$ cat src/rtl/alu_exec_unit_pkg.sv
// Shared ALU execute-stage definitions.
// Holds the CODE_ALU_EX_* control codes produced by alu_control, the
// execute-unit state encoding and code-classification helpers. The hazard
// unit imports is_shift_code() from here to spot multi-cycle operations.
package alu_exec_unit_pkg;

  localparam int unsigned CODE_ALU_EX_W = 4;

  localparam logic [CODE_ALU_EX_W-1:0] CODE_ALU_EX_NOP  = 4'h0;
  localparam logic [CODE_ALU_EX_W-1:0] CODE_ALU_EX_ADD  = 4'h1;
  localparam logic [CODE_ALU_EX_W-1:0] CODE_ALU_EX_ADDU = 4'h2;
  localparam logic [CODE_ALU_EX_W-1:0] CODE_ALU_EX_SUB  = 4'h3;
  localparam logic [CODE_ALU_EX_W-1:0] CODE_ALU_EX_SUBU = 4'h4;
  localparam logic [CODE_ALU_EX_W-1:0] CODE_ALU_EX_AND  = 4'h5;
  localparam logic [CODE_ALU_EX_W-1:0] CODE_ALU_EX_OR   = 4'h6;
  localparam logic [CODE_ALU_EX_W-1:0] CODE_ALU_EX_XOR  = 4'h7;
  localparam logic [CODE_ALU_EX_W-1:0] CODE_ALU_EX_NOR  = 4'h8;
  localparam logic [CODE_ALU_EX_W-1:0] CODE_ALU_EX_SLT  = 4'h9;
  localparam logic [CODE_ALU_EX_W-1:0] CODE_ALU_EX_SLL  = 4'hA;
  localparam logic [CODE_ALU_EX_W-1:0] CODE_ALU_EX_SRL  = 4'hB;
  localparam logic [CODE_ALU_EX_W-1:0] CODE_ALU_EX_SRA  = 4'hC;
  localparam logic [CODE_ALU_EX_W-1:0] CODE_ALU_EX_SLLV = 4'hD;
  localparam logic [CODE_ALU_EX_W-1:0] CODE_ALU_EX_SRLV = 4'hE;
  localparam logic [CODE_ALU_EX_W-1:0] CODE_ALU_EX_SRAV = 4'hF;

  typedef enum logic [1:0] {
    ST_IDLE  = 2'd0,
    ST_SHIFT = 2'd1,
    ST_DONE  = 2'd2
  } alu_exec_state_e;

  // True for every code that goes through the iterative shifter.
  function automatic logic is_shift_code(input logic [CODE_ALU_EX_W-1:0] code);
    return code inside {CODE_ALU_EX_SLL, CODE_ALU_EX_SRL, CODE_ALU_EX_SRA,
                        CODE_ALU_EX_SLLV, CODE_ALU_EX_SRLV, CODE_ALU_EX_SRAV};
  endfunction

  // Variable shifts take their amount from operand A instead of shamt.
  function automatic logic is_var_shift_code(input logic [CODE_ALU_EX_W-1:0] code);
    return code inside {CODE_ALU_EX_SLLV, CODE_ALU_EX_SRLV, CODE_ALU_EX_SRAV};
  endfunction

  function automatic logic is_left_shift_code(input logic [CODE_ALU_EX_W-1:0] code);
    return code inside {CODE_ALU_EX_SLL, CODE_ALU_EX_SLLV};
  endfunction

  function automatic logic is_arith_shift_code(input logic [CODE_ALU_EX_W-1:0] code);
    return code inside {CODE_ALU_EX_SRA, CODE_ALU_EX_SRAV};
  endfunction

endpackage

$ cat src/rtl/alu_shift_iter.sv
// Iterative one-bit-per-cycle shifter.
// Ports:
//   i_clk, i_reset   clock, synchronous active-low reset
//   i_load           capture i_data/i_amount/direction/arith
//   i_enable         perform one shift step while the counter is non-zero
//   i_dir_left       1 = shift left (zero fill at LSB), 0 = shift right
//   i_arith          right shifts replicate the loaded MSB instead of 0
//   i_data           value to be shifted
//   i_amount         number of steps
//   o_data           working register
//   o_data_next      working register after one more step
//   o_done           the step about to be taken is the last one
module alu_shift_iter #(
  parameter int unsigned DATA_W  = 32,
  parameter int unsigned SHAMT_W = 5
) (
  input  logic               i_clk,
  input  logic               i_reset,
  input  logic               i_load,
  input  logic               i_enable,
  input  logic               i_dir_left,
  input  logic               i_arith,
  input  logic [DATA_W-1:0]  i_data,
  input  logic [SHAMT_W-1:0] i_amount,
  output logic [DATA_W-1:0]  o_data,
  output logic [DATA_W-1:0]  o_data_next,
  output logic               o_done
);

  logic [DATA_W-1:0]  work_q,  work_d;
  logic [SHAMT_W-1:0] cnt_q,   cnt_d;
  logic               left_q,  left_d;
  logic               fill_q,  fill_d;

  always_comb begin
    if (left_q) o_data_next = {work_q[DATA_W-2:0], 1'b0};
    else        o_data_next = {fill_q, work_q[DATA_W-1:1]};
  end

  always_comb begin
    work_d = work_q;
    cnt_d  = cnt_q;
    left_d = left_q;
    fill_d = fill_q;
    if (i_load) begin
      work_d = i_data;
      cnt_d  = i_amount;
      left_d = i_dir_left;
      // The fill bit is frozen at load time so SRA replicates the original MSB.
      fill_d = i_arith & ~i_dir_left & i_data[DATA_W-1];
    end else if (i_enable && (cnt_q != '0)) begin
      work_d = o_data_next;
      cnt_d  = cnt_q - SHAMT_W'(1);
    end
  end

  always_ff @(posedge i_clk) begin
    if (!i_reset) begin
      work_q <= '0;
      cnt_q  <= '0;
      left_q <= 1'b0;
      fill_q <= 1'b0;
    end else begin
      work_q <= work_d;
      cnt_q  <= cnt_d;
      left_q <= left_d;
      fill_q <= fill_d;
    end
  end

  assign o_data = work_q;
  assign o_done = (cnt_q == SHAMT_W'(1));

endmodule

$ cat src/rtl/alu_exec_unit.sv
// Execute-stage ALU with valid/ready handshakes on both sides.
// Single-cycle ops produce a result one cycle after accept; shifts run
// through alu_shift_iter at one bit per cycle and stall the request side.
// Ports:
//   i_clk, i_reset        clock, synchronous active-low reset
//   i_valid / o_ready     request handshake (accepted only in IDLE)
//   i_alu_ctr             CODE_ALU_EX_* operation code
//   i_data_a, i_data_b    operands; B is the value shifted
//   i_shamt               shift amount for SLL/SRL/SRA
//   o_valid / i_ready     result handshake
//   o_result              registered result
//   o_zero                o_result == 0
//   o_overflow            signed overflow for ADD/SUB
module alu_exec_unit
  import alu_exec_unit_pkg::*;
#(
  parameter int unsigned DATA_BUS_WIDTH    = 32,
  parameter int unsigned ALU_CTR_BUS_WIDTH = 4,
  parameter int unsigned SHAMT_BUS_WIDTH   = 5
) (
  input  logic                         i_clk,
  input  logic                         i_reset,
  input  logic                         i_valid,
  output logic                         o_ready,
  input  logic [ALU_CTR_BUS_WIDTH-1:0] i_alu_ctr,
  input  logic [DATA_BUS_WIDTH-1:0]    i_data_a,
  input  logic [DATA_BUS_WIDTH-1:0]    i_data_b,
  input  logic [SHAMT_BUS_WIDTH-1:0]   i_shamt,
  output logic                         o_valid,
  input  logic                         i_ready,
  output logic [DATA_BUS_WIDTH-1:0]    o_result,
  output logic                         o_zero,
  output logic                         o_overflow
);

  localparam int unsigned MSB = DATA_BUS_WIDTH - 1;

  alu_exec_state_e             state_q, state_d;
  logic [DATA_BUS_WIDTH-1:0]   result_q, result_d;
  logic                        ovf_q, ovf_d;

  logic                        accept;
  logic                        shift_op;
  logic [SHAMT_BUS_WIDTH-1:0]  shift_amt;
  logic                        sh_load, sh_enable, sh_done;
  logic [DATA_BUS_WIDTH-1:0]   sh_data, sh_data_next;

  logic [DATA_BUS_WIDTH-1:0]   sum, diff;
  logic [DATA_BUS_WIDTH-1:0]   alu_res;
  logic                        alu_ovf;

  assign accept    = i_valid && (state_q == ST_IDLE);
  assign shift_op  = is_shift_code(i_alu_ctr);
  assign shift_amt = is_var_shift_code(i_alu_ctr) ? i_data_a[SHAMT_BUS_WIDTH-1:0]
                                                  : i_shamt;

  assign sum  = i_data_a + i_data_b;
  assign diff = i_data_a - i_data_b;

  always_comb begin
    alu_res = '0;
    alu_ovf = 1'b0;
    case (i_alu_ctr)
      CODE_ALU_EX_ADD: begin
        alu_res = sum;
        alu_ovf = (i_data_a[MSB] == i_data_b[MSB]) && (sum[MSB] != i_data_a[MSB]);
      end
      CODE_ALU_EX_ADDU: alu_res = sum;
      CODE_ALU_EX_SUB: begin
        alu_res = diff;
        alu_ovf = (i_data_a[MSB] != i_data_b[MSB]) && (diff[MSB] != i_data_a[MSB]);
      end
      CODE_ALU_EX_SUBU: alu_res = diff;
      CODE_ALU_EX_AND:  alu_res = i_data_a & i_data_b;
      CODE_ALU_EX_OR:   alu_res = i_data_a | i_data_b;
      CODE_ALU_EX_XOR:  alu_res = i_data_a ^ i_data_b;
      CODE_ALU_EX_NOR:  alu_res = ~(i_data_a | i_data_b);
      CODE_ALU_EX_SLT:  alu_res = {{(DATA_BUS_WIDTH-1){1'b0}},
                                   ($signed(i_data_a) < $signed(i_data_b))};
      default:          alu_res = '0;
    endcase
  end

  alu_shift_iter #(
    .DATA_W  (DATA_BUS_WIDTH),
    .SHAMT_W (SHAMT_BUS_WIDTH)
  ) u_shift (
    .i_clk       (i_clk),
    .i_reset     (i_reset),
    .i_load      (sh_load),
    .i_enable    (sh_enable),
    .i_dir_left  (is_left_shift_code(i_alu_ctr)),
    .i_arith     (is_arith_shift_code(i_alu_ctr)),
    .i_data      (i_data_b),
    .i_amount    (shift_amt),
    .o_data      (sh_data),
    .o_data_next (sh_data_next),
    .o_done      (sh_done)
  );

  always_comb begin
    state_d   = state_q;
    result_d  = result_q;
    ovf_d     = ovf_q;
    sh_load   = 1'b0;
    sh_enable = 1'b0;
    case (state_q)
      ST_IDLE: begin
        if (accept) begin
          ovf_d = alu_ovf;
          if (shift_op && (shift_amt != '0)) begin
            sh_load = 1'b1;
            state_d = ST_SHIFT;
          end else begin
            result_d = shift_op ? i_data_b : alu_res;
            state_d  = ST_DONE;
          end
        end
      end
      ST_SHIFT: begin
        sh_enable = 1'b1;
        // Capture the post-step value so the result is registered on entry to DONE.
        if (sh_done) begin
          result_d = sh_data_next;
          state_d  = ST_DONE;
        end
      end
      ST_DONE: begin
        if (i_ready) state_d = ST_IDLE;
      end
      default: state_d = ST_IDLE;
    endcase
  end

  always_ff @(posedge i_clk) begin
    if (!i_reset) begin
      state_q  <= ST_IDLE;
      result_q <= '0;
      ovf_q    <= 1'b0;
    end else begin
      state_q  <= state_d;
      result_q <= result_d;
      ovf_q    <= ovf_d;
    end
  end

  assign o_ready    = (state_q == ST_IDLE);
  assign o_valid    = (state_q == ST_DONE);
  assign o_result   = result_q;
  assign o_zero     = (result_q == '0);
  assign o_overflow = ovf_q;

  logic unused_sh_data;
  assign unused_sh_data = ^sh_data;

endmodule
$ cat config.mk
export PLATFORM = sky130hd
export DESIGN_NAME = alu_exec_unit
export DESIGN_NICKNAME = d
export VERILOG_FILES = /design/src/rtl/alu_exec_unit_pkg.sv /design/src/rtl/alu_shift_iter.sv /design/src/rtl/alu_exec_unit.sv
export SDC_FILE = /design/constraint.sdc
export NUM_CORES = 1
export LEC_CHECK = 0
export ABC_AREA = 1
export BUFFER_PORTS_ARGS = -buffer_cell sky130_fd_sc_hd__buf_4
export CORE_MARGIN = 5
export CORE_UTILIZATION = 35
export DETAILED_ROUTE_END_ITERATION = 12
export MAX_ROUTING_LAYER = met4
export PLACE_DENSITY = 0.62
export REMOVE_ABC_BUFFERS = 1
export SYNTH_ARGS = -nofsm -noshare
export SYNTH_HDL_FRONTEND = slang
export SYNTH_SLANG_ARGS = --single-unit
$ cat constraint.sdc
create_clock -name i_clk -period 2.33 [get_ports i_clk]
set_clock_uncertainty 0.15 [all_clocks]
set_input_delay 0.233 -clock i_clk [delete_from_list [all_inputs] [get_ports i_clk]]
set_output_delay 0.233 -clock i_clk [all_outputs]
set_load 0.05 [all_outputs]
# Word level (Yosys, flattened, before mapping)
# Index checks and enable logic that the tools add are counted.
[op_classes]
addsub = 3
magnitude_cmp = 1
n_eq_ne = 26
n_mux = 22
n_bitwise = 7
reduce_logical = 20
[ops]
columns = ["op", "count"]
rows = [
  ["$mux W32", 7],
  ["$pmux W32 S7", 1],
  ["$pmux W32 S2", 1],
  ["$add A32 B32 Y32", 1],
  ["$and A32 B32 Y32", 1],
  ["$eq A4 B4 Y1 const B", 8],
  ["$logic_not A32 Y1", 1],
  ["$lt A32 B32 Y1", 1],
  ["$not A32 Y32", 1],
  ["$or A32 B32 Y32", 1],
  ["$sub A32 B32 Y32", 1],
  ["$xor A32 B32 Y32", 1],
  ["$eq A4 B3 Y1 const B", 4],
  ["$mux W5", 3],
  ["$reduce_bool A5 Y1", 2],
  ["$eq A4 B2 Y1 const B", 2],
  ["$mux W2", 4],
  ["$reduce_bool A2 Y1", 4],
  ["$pmux W2 S3", 1],
  ["$reduce_bool A6 Y1", 1],
  ["$eq A5 B1 Y1 const B", 1],
  ["$logic_and A1 B1 Y1", 5],
  ["$sub A5 B1 Y5 const B", 1],
  ["$eq A4 B1 Y1 const B", 1],
  ["16 further kinds", 25],
]
[word_totals]
regBits = 74
input_bits = 77
output_inout_bits = 36
elab_cells = 86

# Depth between registers and ports, before layout
[depth]
ltp_word = 9
depth_mapped = 19
ltp_nobuf = 18

# Cells and area by module
# A second synthesis with hierarchy kept.
[unflattened]
cells_unflattened = 2030
area_unflattened_um2 = 10971.8
[by_module_without_submodules]
columns = ["mod", "instances", "cells_each", "area_each_um2", "seq_area_each_um2"]
rows = [
  ["alu_exec_unit", 1, 1629, 8573.2, 700.7],
  ["alu_shift_iter", 1, 401, 2398.6, 780.7],
]

# Worst setup path before layout
# Ideal clock, no wire load.
[synth_path]
kind = "register to register"
start = "reg state_q[0]"
end = "reg result_q[2] (netlist: o_result[2])"
setup_time_ps = 128
arrival_time_ps = 1971
required_time_ps = 2052
path_slack_ps = 82
stages_incl_launch_ff = 9
path_buffers = 2
period_less_slack_ps = 2248
path_cell_list = "dfxtp_1 > buf_2 > nor2_1 > a21oi_1 > nand3_4 > inv_2 > buf_4 > o21ai_0 > nor2_1"
[synth_via]
elab_chain_cells = 4
elab_cells_between_ends = 9
cone_classes = "eq/ne (4); mux (1); reduce/logical (4)"
[synth_lines]
columns = ["element", "line", "rtl"]
rows = [
  ["start: declaration", "alu_exec_unit.sv:38", "alu_exec_state_e state_q, state_d;"],
  ["start signal: assignment", "alu_exec_unit.sv:141", "state_q <= state_d;"],
  ["$logic_not A2 Y1 *", "n/a", ""],
  ["via o_ready", "alu_exec_unit.sv:24", "output logic o_ready,"],
  ["$logic_and A1 B1 Y1", "alu_exec_unit.sv:52", "assign accept = i_valid && (state_q == ST_IDLE);"],
  ["$ne A2 B1 Y1 (no line)", "n/a", ""],
  ["$reduce_and A4 Y1 (no line)", "n/a", ""],
  ["end signal: assignment", "alu_exec_unit.sv:142", "result_q <= result_d;"],
  ["end: declaration", "alu_exec_unit.sv:39", "logic [DATA_BUS_WIDTH-1:0] result_q, result_d;"],
]
# The timed path passes the listed nets; every way through them passes the cells marked *.
# A chain may end at the register's enable or synchronous reset.

# Worst setup path in the final report
[layout_path]
start = "in i_data_a[10]"
end = "reg result_q[28] (netlist: o_result[28])"
[layout_via]
elab_chain_cells = 6
elab_cells_between_ends = 7
cone_classes = "add/sub (2); mux (5)"
[layout_lines]
columns = ["element", "line", "rtl"]
rows = [
  ["start: declaration", "alu_exec_unit.sv:26", "input logic [DATA_BUS_WIDTH-1:0] i_data_a,"],
  ["$sub A32 B32 Y32 or $add A32 B32 Y32 (tied branches)", "alu_exec_unit.sv:58, alu_exec_unit.sv:57", ""],
  ["$pmux W32 S7 *", "alu_exec_unit.sv:63", "case (i_alu_ctr)"],
  ["$mux W32 *", "alu_exec_unit.sv:115", "result_d = shift_op ? i_data_b : alu_res;"],
  ["$mux W32 *", "alu_exec_unit.sv:111", "if (shift_op && (shift_amt != '0)) begin"],
  ["$mux W32 *", "alu_exec_unit.sv:109", "if (accept) begin"],
  ["$pmux W32 S2 *", "alu_exec_unit.sv:107", "case (state_q)"],
]
# Mark *: on every way between the ends. The rest lies on a longest branch, timed or not. The select of a mux whose other input is x is not followed.

==> run summary <==
Fraction of layout cells with a size suffix above 1: 20.4%
Dominant combinational cell family by area after synthesis: simple AND/OR/NAND/NOR gates
Number of synthesized flops with an enable pin: 0
Remaining antenna violation count after routing: 0
Area inside the core boundary: 29600 sq um
Half-perimeter wire length after placement: 37.8 mm
Total iterations of the first detailed-routing run: 8
Outcome: completed
Post-CTS clock slew at the launch and capture registers of the worst setup and hold paths: 0.05 ns
Drt initial violations: 1208
Category of the worst setup path launch point: input pin
Source-to-sink clock delay at the later pin of the worst-skew pair: 0.35 ns
Max-cap violation count: 0
Drt total wl: 46.2 mm
Final cell count without fillers: 2644
Synth cell types: 45
Final-report hold violation count: 0
Clk buf depth: 2
Synth Area in Simple Gates: 37.1%
Root buffer selected by CTS: sky130_fd_sc_hd__clkbuf_16
Cell Area, Synth: 10500 sq um
Filler cell count: 3214
Maximum fanout along the worst path: 7
Cell area power density: 454 nW/um^2
Die extent in y: 183 um
Post-detailed-route wirelength per cell: 17.5 um
Rel. slew slack: 64.4%
Vias in the first global route: 13000
Max frequency: 0.439 GHz
Fraction of the core area covered by cells at the end of the flow: 47.5%
Area occupied by multi-input gates: 7410 sq um
Grt total ovfl: 0
Parity-gate share of the synthesized area counting xor and xnor cells: 0.167%
Arrival time reported for the critical path endpoint: 2.34 ns
Asr flop ratio synth: 0%
Setup slack of the most critical reg-to-reg path: 0.16 ns
Fraction of the yosys area taken by sequential cells: 14.2%
Part of the cycle the worst path needs: 97.7%
Die X: 183 um
Cts bufs inserted: 9
Worst ir drop on vdd: 0.359 mV
Slew at the pin closest to its max-slew limit: 0.534 ns
Data required time at the worst endpoint: 2.39 ns
Pleak: 0.00764 uW
Hold/Removal Path Class: input pin to register
Placed Instances: 2627
Number of antenna cells inserted: 0
Pin count of the biggest net entering global routing: 41
Number of antenna violations at the first check in global routing: 0
I/O Pins: 113
DRC violations left: 0
CTS sink count: 74
Per-cell via count in the routed design: 5.18
Share of cell area taken by muxes after synthesis: 0.287%
Final setup violation count: 0
Hold Slack: 0.104 ns
Area taken by flip-flops and latches: 1480 sq um
Gpl congestion: 1.01
CTS tree: yes
Max Transition Viols Final: 0
Starting Density: 35.4%
Global-route wire length before repair: 70.5 mm
Total routing resource utilization after global routing: 27.4%
Synthesis-to-finish area growth: 34.2%
Class of the most critical setup path: input pin to register
Std-Cell Rows: 63
Warnings, synthesis: 0
Crit end category: register
Arithmetic-cell share of the synthesized area counting full adders, half adders and majority gates: 12.6%
Ys flop type: sky130_fd_sc_hd__dfxtp_1
Number of instances in the synthesized netlist: 1925
H-tree Lvls: 3
NumNets Final: 2430
#FFs+latches synth: 74
Number of buffers inserted by port buffering: 112
Area enclosed by the die boundary: 33400 sq um
Number of vias in the routed layout: 13700
Mean Syn Cell Area: 5.43 sq um
Crit path time final: 2.28 ns
Area fraction in compound gates after synthesis: 19.5%
-- per-layer routing --
metal,GRT usage [%],part of all wire (%),vias up
met4,14.3,6.4,0
li1,-,-,6773
met2,44.9,46,605
met3,3.03,6.5,126
met1,33.4,41,6191
met5,-,0,-
-- final cells by class --
class | count | area share (%)
clock inverter | 2 | 0.0891
timing repair buffer | 392 | 21.9
clock buffer | 14 | 1.81
multi-input combinational | 1422 | 52.8
sequential | 74 | 10.6
tap | 390 | 3.48
inverter | 350 | 9.38
-- power by group --
| group | total (uW) | leakage (uW) | internal, uW | switching, uW |
|---|---|---|---|---|
| sequential | 1520 | 0.000605 | 1400 | 115 |
| combinational | 3560 | 0.00691 | 1330 | 2230 |
| clock | 1300 | 0.000127 | 750 | 546 |
| total | 6370 | 0.00764 | 3480 | 2890 |
-- worst max-delay path, stage by stage --
cell and delay [ns]:
sky130_fd_sc_hd__buf_4 0.09, sky130_fd_sc_hd__inv_1 0.04, sky130_fd_sc_hd__ha_1 0.40, sky130_fd_sc_hd__nor2_1 0.31, sky130_fd_sc_hd__nand2_2 0.16, sky130_fd_sc_hd__nor2_1 0.20
sky130_fd_sc_hd__nand2_1 0.08, sky130_fd_sc_hd__nand3_1 0.18, sky130_fd_sc_hd__nand2_1 0.11, sky130_fd_sc_hd__nand3_1 0.08, sky130_fd_sc_hd__nand2_1 0.05, sky130_fd_sc_hd__nand3_1 0.09
sky130_fd_sc_hd__nand4_1 0.15, sky130_fd_sc_hd__nand2_1 0.11, sky130_fd_sc_hd__a21oi_1 0.06
-- synth_stat cells (4+ instances only) --
cell type / number / area share (%)
sky130_fd_sc_hd__nor4_1: 8 / 0.48
sky130_fd_sc_hd__nand3_1: 103 / 4.9
sky130_fd_sc_hd__dfxtp_1: 74 / 14
sky130_fd_sc_hd__o211ai_1: 4 / 0.29
sky130_fd_sc_hd__inv_2: 9 / 0.32
sky130_fd_sc_hd__nand4_1: 38 / 2.3
sky130_fd_sc_hd__and2_1: 5 / 0.30
sky130_fd_sc_hd__a21oi_1: 173 / 8.3
sky130_fd_sc_hd__buf_2: 36 / 1.7
sky130_fd_sc_hd__nor3_1: 12 / 0.57
sky130_fd_sc_hd__buf_4: 5 / 0.36
sky130_fd_sc_hd__o22ai_1: 32 / 1.9
sky130_fd_sc_hd__inv_1: 341 / 12
sky130_fd_sc_hd__nor2_1: 165 / 5.9
sky130_fd_sc_hd__ha_1: 102 / 12
sky130_fd_sc_hd__o21ai_0: 97 / 4.6
sky130_fd_sc_hd__clkbuf_1: 31 / 1.1
sky130_fd_sc_hd__o21ai_1: 13 / 0.62
sky130_fd_sc_hd__nand2_1: 608 / 22
sky130_fd_sc_hd__o21bai_1: 7 / 0.50
sky130_fd_sc_hd__a221oi_1: 25 / 2.1
-- sequential cells by signal (all words and copies together) (netlist names) --
register / count
u_shift.cnt_q: 5
u_shift.fill_q: 1
o_overflow: 1
u_shift.o_data: 32
u_shift.left_q: 1
state_q: 2
o_result: 32
-- repair_timing --
action                     CTS  global route
setup buffers                0             0
setup endpoints to repair    1            22
hold buffers                 1             0
pin swaps                    0             1
resized for setup            1            42
hold endpoints to repair     1             0
-- worst paths after layout --
| path | startpoint | to | cells after the start |
|---|---|---|---|
| setup / recovery | i_data_a[10] | o_result[28]$_SDFFE_PN0P_ | 15 |
| hold / removal | i_reset | u_shift.cnt_q[3]$_SDFFE_PN0P_ | 3 |
| setup reg to reg | state_q[0]$_SDFFE_PN0P_ | o_result[23]$_SDFFE_PN0P_ | 10 |
| hold reg to reg | u_shift.fill_q$_SDFFE_PN0P_ | u_shift.fill_q$_SDFFE_PN0P_ | 2 |
-- kinds of logic after synthesis --
group	count (synthesis)
adders and majority gates	104
AOI/OAI and AO/OA	365
and+or+nand+nor	948
buffers and inverters	429
xor gates and xnor gates	2
DFF	74
muxes	3
-- cell usage in the layout, fill, tap and decap left out, drive strengths merged, types with 2 or more instances in the layout --
cell type  netlist  routed
nand4           38      38
ha             102     102
o211ai           4       4
o21ai          111     111
mux2i            3       3
a211o            2       2
nor2           166     166
o21bai           7       7
nand2          610     610
clkinv           0       2
clkbuf          33      14
inv            350     349
nor3            12      12
a221oi          25      25
a31oi            4       4
nor4             8       8
buf             46     391
o2111ai          2       2
a21oi          173     173
nand3          106     106
xor2             2       2
fa               2       2
and2             5       5
dfxtp           74      74
o22ai           32      32
-- through the flow --
| step | power [uW] | setup slack [ns] | instance area (sq um) | setup TNS, ns |
|---|---|---|---|---|
| 2_1_floorplan | 3420 | -0.806 | 10100 | -42.52 |
| 5_1_grt | 6770 | -0.00596 | 14000 | -0.00596 |
| 4_1_cts | 6300 | 0.0536 | 13900 | 0 |
| 6_report | 6370 | 0.0529 | 14000 | 0 |
| 3_5_place_dp | 5000 | -0.385 | 13600 | -6.00 |
| 3_3_place_gp | 4970 | -0.390 | 13600 | -5.56 |
Note: power is estimated with default switching activity, not from simulation.
